**src/rtl/bus_arbiter4.sv**
```systemverilog
// Four-requester round-robin arbiter with a bounded burst per grant.
// Drives the 4:1 bus mux select and registers the muxed word into a valid/ready stage.
module bus_arbiter4 #(
  parameter int unsigned N     = 16,
  parameter int unsigned BURST = 4
) (
  input  logic         clk,
  input  logic         rst_n,
  input  logic [3:0]   req,
  input  logic [N-1:0] dbus,
  output logic [1:0]   sel,
  output logic [3:0]   gnt,
  output logic [3:0]   ack,
  output logic [N-1:0] out_data,
  output logic         out_valid,
  input  logic         out_ready
);

  localparam int unsigned CNT_W = 4;
  localparam logic [CNT_W-1:0] LAST_BEAT = CNT_W'(BURST - 1);

  typedef enum logic {IDLE, BUSY} state_t;

  state_t           state_q, state_d;
  logic [1:0]       owner_q, owner_d;
  logic [1:0]       ptr_q, ptr_d;
  logic [CNT_W-1:0] cnt_q, cnt_d;
  logic [1:0]       sel_q, sel_d;
  logic [3:0]       gnt_q, gnt_d;
  logic [N-1:0]     out_data_q, out_data_d;
  logic             out_valid_q, out_valid_d;

  logic             beat_c;
  logic [1:0]       winner_c;

  // First requester after ptr in circular order; ptr itself is checked last.
  function automatic logic [1:0] rr_pick(input logic [3:0] r, input logic [1:0] p);
    logic [1:0] c;
    logic [1:0] w;
    logic       f;
    w = p;
    f = 1'b0;
    for (int k = 1; k <= 4; k++) begin
      c = p + 2'(k);
      if (!f && r[c]) begin
        w = c;
        f = 1'b1;
      end
    end
    return w;
  endfunction

  assign winner_c = rr_pick(req, ptr_q);
  assign beat_c   = (state_q == BUSY) && req[owner_q] && (!out_valid_q || out_ready);

  always_comb begin
    state_d     = state_q;
    owner_d     = owner_q;
    ptr_d       = ptr_q;
    cnt_d       = cnt_q;
    sel_d       = sel_q;
    gnt_d       = gnt_q;
    out_data_d  = out_data_q;
    out_valid_d = out_valid_q;

    // Output stage: a beat overwrites (and so also covers a same-cycle pop).
    if (beat_c) begin
      out_data_d  = dbus;
      out_valid_d = 1'b1;
    end else if (out_valid_q && out_ready) begin
      out_valid_d = 1'b0;
    end

    case (state_q)
      IDLE: begin
        if (req != 4'b0000) begin
          state_d = BUSY;
          owner_d = winner_c;
          sel_d   = winner_c;
          gnt_d   = 4'b0001 << winner_c;
          cnt_d   = '0;
        end
      end
      BUSY: begin
        if (!req[owner_q] || (beat_c && cnt_q == LAST_BEAT)) begin
          state_d = IDLE;
          gnt_d   = 4'b0000;
          ptr_d   = owner_q;
          cnt_d   = '0;
        end else if (beat_c) begin
          cnt_d = cnt_q + CNT_W'(1);
        end
      end
      default: state_d = IDLE;
    endcase
  end

  always_ff @(posedge clk or negedge rst_n) begin
    if (!rst_n) begin
      state_q     <= IDLE;
      owner_q     <= 2'd0;
      ptr_q       <= 2'd3;
      cnt_q       <= '0;
      sel_q       <= 2'd0;
      gnt_q       <= 4'b0000;
      out_data_q  <= '0;
      out_valid_q <= 1'b0;
    end else begin
      state_q     <= state_d;
      owner_q     <= owner_d;
      ptr_q       <= ptr_d;
      cnt_q       <= cnt_d;
      sel_q       <= sel_d;
      gnt_q       <= gnt_d;
      out_data_q  <= out_data_d;
      out_valid_q <= out_valid_d;
    end
  end

  assign sel       = sel_q;
  assign gnt       = gnt_q;
  assign ack       = beat_c ? gnt_q : 4'b0000;
  assign out_data  = out_data_q;
  assign out_valid = out_valid_q;

endmodule
```
**config.mk**
```make
export PLATFORM = sky130hd
export DESIGN_NAME = bus_arbiter4
export DESIGN_NICKNAME = d
export VERILOG_FILES = /design/src/rtl/bus_arbiter4.sv
export SDC_FILE = /design/constraint.sdc
export NUM_CORES = 1
export LEC_CHECK = 0
export ABC_AREA = 1
export CAP_MARGIN = 20
export CORE_MARGIN = 2
export CORE_UTILIZATION = 50
export DETAILED_ROUTE_END_ITERATION = 8
export PLACE_DENSITY = 0.85
export SYNTH_ARGS = -nofsm -noshare
export SYNTH_HDL_FRONTEND = slang
export SYNTH_SLANG_ARGS = --single-unit
```
**constraint.sdc**
```tcl
create_clock -name clk -period 3.9 [get_ports clk]
set_input_delay 0.585 -clock clk [delete_from_list [all_inputs] [get_ports clk]]
set_output_delay 0.585 -clock clk [all_outputs]
set_load 0.02 [all_outputs]
```
# Word-level counts from Yosys, hierarchy flattened
# Cells that the tools add are included.
dict set report word_totals {
  regBits 30
  inputBits 23
  output_inout_bits 27
}
dict set report classes {
  n_addsub 4
  order_cmp 5
  n_eq_ne 4
  shifts 1
  mux 30
  n_bitwise 1
  reduce_logical 20
}
# op n
set op_table {}
lappend op_table {{$mux W4} 6}
lappend op_table {{$pmux W4 S2} 2}
lappend op_table {{$lt A2 B3 Y1 const B} 5}
lappend op_table {{$mux W1} 12}
lappend op_table {{$bmux W1 S2} 5}
lappend op_table {{$mux W2} 4}
lappend op_table {{$reduce_and A2 Y1} 4}
lappend op_table {{$logic_and A1 B1 Y1} 7}
lappend op_table {{$logic_not A1 Y1} 5}
lappend op_table {{$add A2 B2 Y2 const B} 2}
lappend op_table {{$add A4 B1 Y4 const B} 1}
lappend op_table {{$eq A4 B2 Y1 const B} 1}
lappend op_table {{$reduce_bool A4 Y1} 1}
lappend op_table {{$shl A1 B2 Y4 const A} 1}
lappend op_table {{$ne A3 B1 Y1 const B} 1}
lappend op_table {{$add A2 B1 Y2 const B} 1}
lappend op_table {{$logic_or A1 B1 Y1} 2}
lappend op_table {{$ne A2 B1 Y1 const B} 1}
lappend op_table {{$ne A2 B2 Y1 const B} 1}
lappend op_table {{$pmux W1 S2} 1}
lappend op_table {{$reduce_bool A2 Y1} 1}
lappend op_table {{$not A1 Y1} 1}

# Depth between registers and ports, before layout
dict set report logic_depth {
  depth_word 16
  ltp_mapped 13
}

# Worst setup path before layout
# OpenSTA, ideal clock, no wires.
dict set report synth_timing {
  path_kind {in2out}
  from {in req[1]}
  to {out ack[0]}
  t_arrival_ps 1587
  required_ps 3315
  slack_ps 1728
  path_stages 9
  n_path_buf 1
  cell_sequence {inv_1 nand2_1 nand3_1 o21ai_2 nand2_2 nor2_4 inv_2 buf_2 nor2_1}
}
dict set report synth_via {
  elab_chain_len 5
}
# element line_no
set synth_lines {}
lappend synth_lines {{start: declaration} 9} ;# input logic [3:0] req,
lappend synth_lines {{$bmux W1 S2} 54} ;# assign beat_c = (state_q == BUSY) && req[owner_q] && (!out_valid_q || out_ready);
lappend synth_lines {{$mux W1 (not written as such)} 54}
lappend synth_lines {{$logic_and A1 B1 Y1 (2 in series)} 54}
lappend synth_lines {{$mux W4} 122} ;# assign ack = beat_c ? gnt_q : 4'b0000;
lappend synth_lines {{end: declaration} 13} ;# output logic [3:0] ack,
# No other way between the ends. The select of a mux whose other input is x is not followed.

# Worst setup path in the final report
dict set report layout_timing {
  from {in req[1]}
  to {out ack[1]}
}
# Same word-level chain as after synthesis.

==> impl_metrics.toml <==
[clock_tree]
htree_levels = 2
hold_buffers = 0
cts_setup_buffers = 0
clk_transition_reported_paths_ns = 0.09
numCtsBuffers = 5
ctsResizeCount = 0
cts_sinks = 30
cts_root_buf = "clkbuf_4"
clk_latency_ns = 0.32
cts_buffer_depth = 2
cts_tree = "done"

[power_and_ir_drop]
total_power_mw = 1.95
p_per_area_mw_per_mm2 = 882
p_leak_nw = 1.13
peakVddDrop_v = 0.000487

[global_routing]
overflow = 0
busiest_layer = "met2"
antenna_found_initial = 0
grt_util_met2_pct = 37.0
grtUsageMet3_pct = 6.61
grt_start_max_net_pins = 31
grt_pass1_vias = 1414
grt_pass1_wl_um = 5980
grt_use_met1_pct = 28.0
grt_util_all_layers_pct = 22.1

[detailed_routing]
avgViaCountPerCell = 4.93
ant_nets = 0
vias = 1572
drt_iter0_drc = 89
wl_per_cell_um = 11.3
wl_um = 3610
drcViolationCount = 0
dr.pass1.iters = 4

[placement]
io_buffer_count = 49
gp_congestion = 0.801
place_hpwl_um = 2700
dpl_cell_area_sq_mm = 0.00213

[floorplanning]
initial_core_util_pct = 52.6
ios = 50
num_rows = 20
die_area_sq_mm = 0.00368
die_x_um = 60.7
die_y_um = 60.7
core_area_sq_mm = 0.00305

[logic_synthesis]
ys_seq_area_share_pct = 46.9
syn_area_sq_mm = 0.00161
ys_types = 24
synth_cells = 223
syn_nets = 247
yosysWarningCount = 0
synth.avg_cell_area_sq_um = 7.20
ys_ff_latch = 30

[worst_setup_path]
r2r_cells = 11
crit_slowest_cell = "clkdlybuf4s50_1"
path_cells = "clkdlybuf4s50_1, inv_1, nand2_1, nand3_1, o21ai_2, nand2_2, nor2_4, inv_2, nor2_1, clkdlybuf4s50_1"
cp-start-kind = "input pin"
end_kind = "output pin"
worstReg2RegStart = "ptr_q[0]"
critical-path-max-stage-delay_ns = 0.61
cp_common_cell = "clkdlybuf4s50_1"
crit_family = "buffers and inverters"
critPathBufInv = 4
path_class = "input pin to output pin"
worstPathArrival_ns = 2.46
timing.rr.end = "gnt[0]"
cp-startpoint = "req[1]"
r2r_slack_ns = 2.06
required_ns = 3.31
crit_path_max_fanout = 20

[final_layout]
final_nets = 299
final_cell_mix = "107 x nand2_1, 49 x clkdlybuf4s50_1, 28 x dfrtp_1, 20 x inv_1, 17 x nand3_1"
fin_util_pct = 72.3
drive_above_1_share_pct = 9.45
fillers = 254
area_growth_syn_to_layout_pct = 37.5
antennaDiodeCount = 0
final_cell_area_sq_mm = 0.00221
final_common_cell = "nand2_1"

[timing]
min_period_over_period_pct = 78.2
hold_viol_final = 0
fin_crit_ns = 3.05
tightest_slew_ns = 0.361
final-max-slew-violation-count = 0
slew_headroom_pct = 75.9
rsz0062_at_grt = "no"
fmax_mhz = 328
setup_tns_ns = 0
setup_viol = 0
skew_ns = 0.00768

[outcome]
status = "finished clean"

[worst_hold_path]
worstHoldPathCells = 2
hp-start = "out_data[4]"
min_path_type = "register to register"
holdPathEnd = "out_data[4]"

[run]
drv_cap = 0
==> state kept, by name, indices dropped and copies added, names as in the netlist <==
name	cells
out_data	16
cnt_q	4
gnt	4
ptr_q	2
sel	2
out_valid	1
state_q	1
==> worst max path at each step <==
| stage | to | depth (start not counted) |
|---|---|---|
| global route | ack[1] | 10 |
| global placement | ack[3] | 10 |
| finish | ack[1] | 10 |
| detailed placement | ack[1] | 8 |
| CTS | ack[1] | 10 |
| floorplan | ack[0] | 9 |
==> worst min-delay path, delay by kind of cell (launching register included) <==
kind | cells | cell delay (ns)
flops | 1 | 0.35
simple gates | 2 | 0.10
==> metrics by stage <==
stage	std cells	hold WS, ns	setup WS [ns]
6_report	319	0.480	0.850
4_1_cts	319	0.481	0.834
5_1_grt	319	0.504	0.647
3_5_place_dp	312	0.458	0.837
2_1_floorplan	223	0.289	1.73
3_3_place_gp	312	0.453	0.860
==> Yosys cell counts (all sizes together) <==
library cell,number,area (sq um)
nand2,113,439
dfrtp,28,701
inv,24,90.1
nand3,18,103
nor2,13,61.3
o21ai,10,53.8
buf,6,40.0
dfstp,2,52.6
o22ai,2,12.5
a31oi,1,6.26
clkinv,1,3.75
ha,1,12.5
nand4,1,6.26
o31ai,1,7.51
xnor2,1,8.76
xor2,1,8.76
==> kinds of logic (layout without fill, tap and decap cells) <==
kind of cell	Yosys count	after routing	synth area share, %
xor+xnor	2	2	1.09
buf+inv	31	83	8.33
flops	30	30	46.9
fa+ha+maj	1	1	0.779
compound gates	14	14	4.98
simple gates	145	145	37.9
==> power by group <==
part	total [mW]	switching, mW	internal, mW
logic	1.13	0.692	0.434
registers	0.570	0.111	0.459
clock network	0.251	0.102	0.149
total	1.95	0.906	1.04
==> routing by layer <==
| metal | wire length (um) | share of wire, % |
|---|---|---|
| met2 | 1840 | 51 |
| met4 | 72 | 2.0 |
| met5 | 0 | 0 |
| met1 | 1540 | 43 |
| met3 | 163 | 4.5 |
==> layout make-up <==
cell class	count	area, sq um	share of cell area, %
clock buffers	6	51.3	2.32
clock inverters	1	30.0	1.36
inverters	25	93.8	4.25
multi-input cells	162	719	32.6
flip-flops and latches	30	753	34.1
well taps	44	55.1	2.49
repair buffers	51	505	22.9
Note: power is estimated with default switching activity, not from simulation.
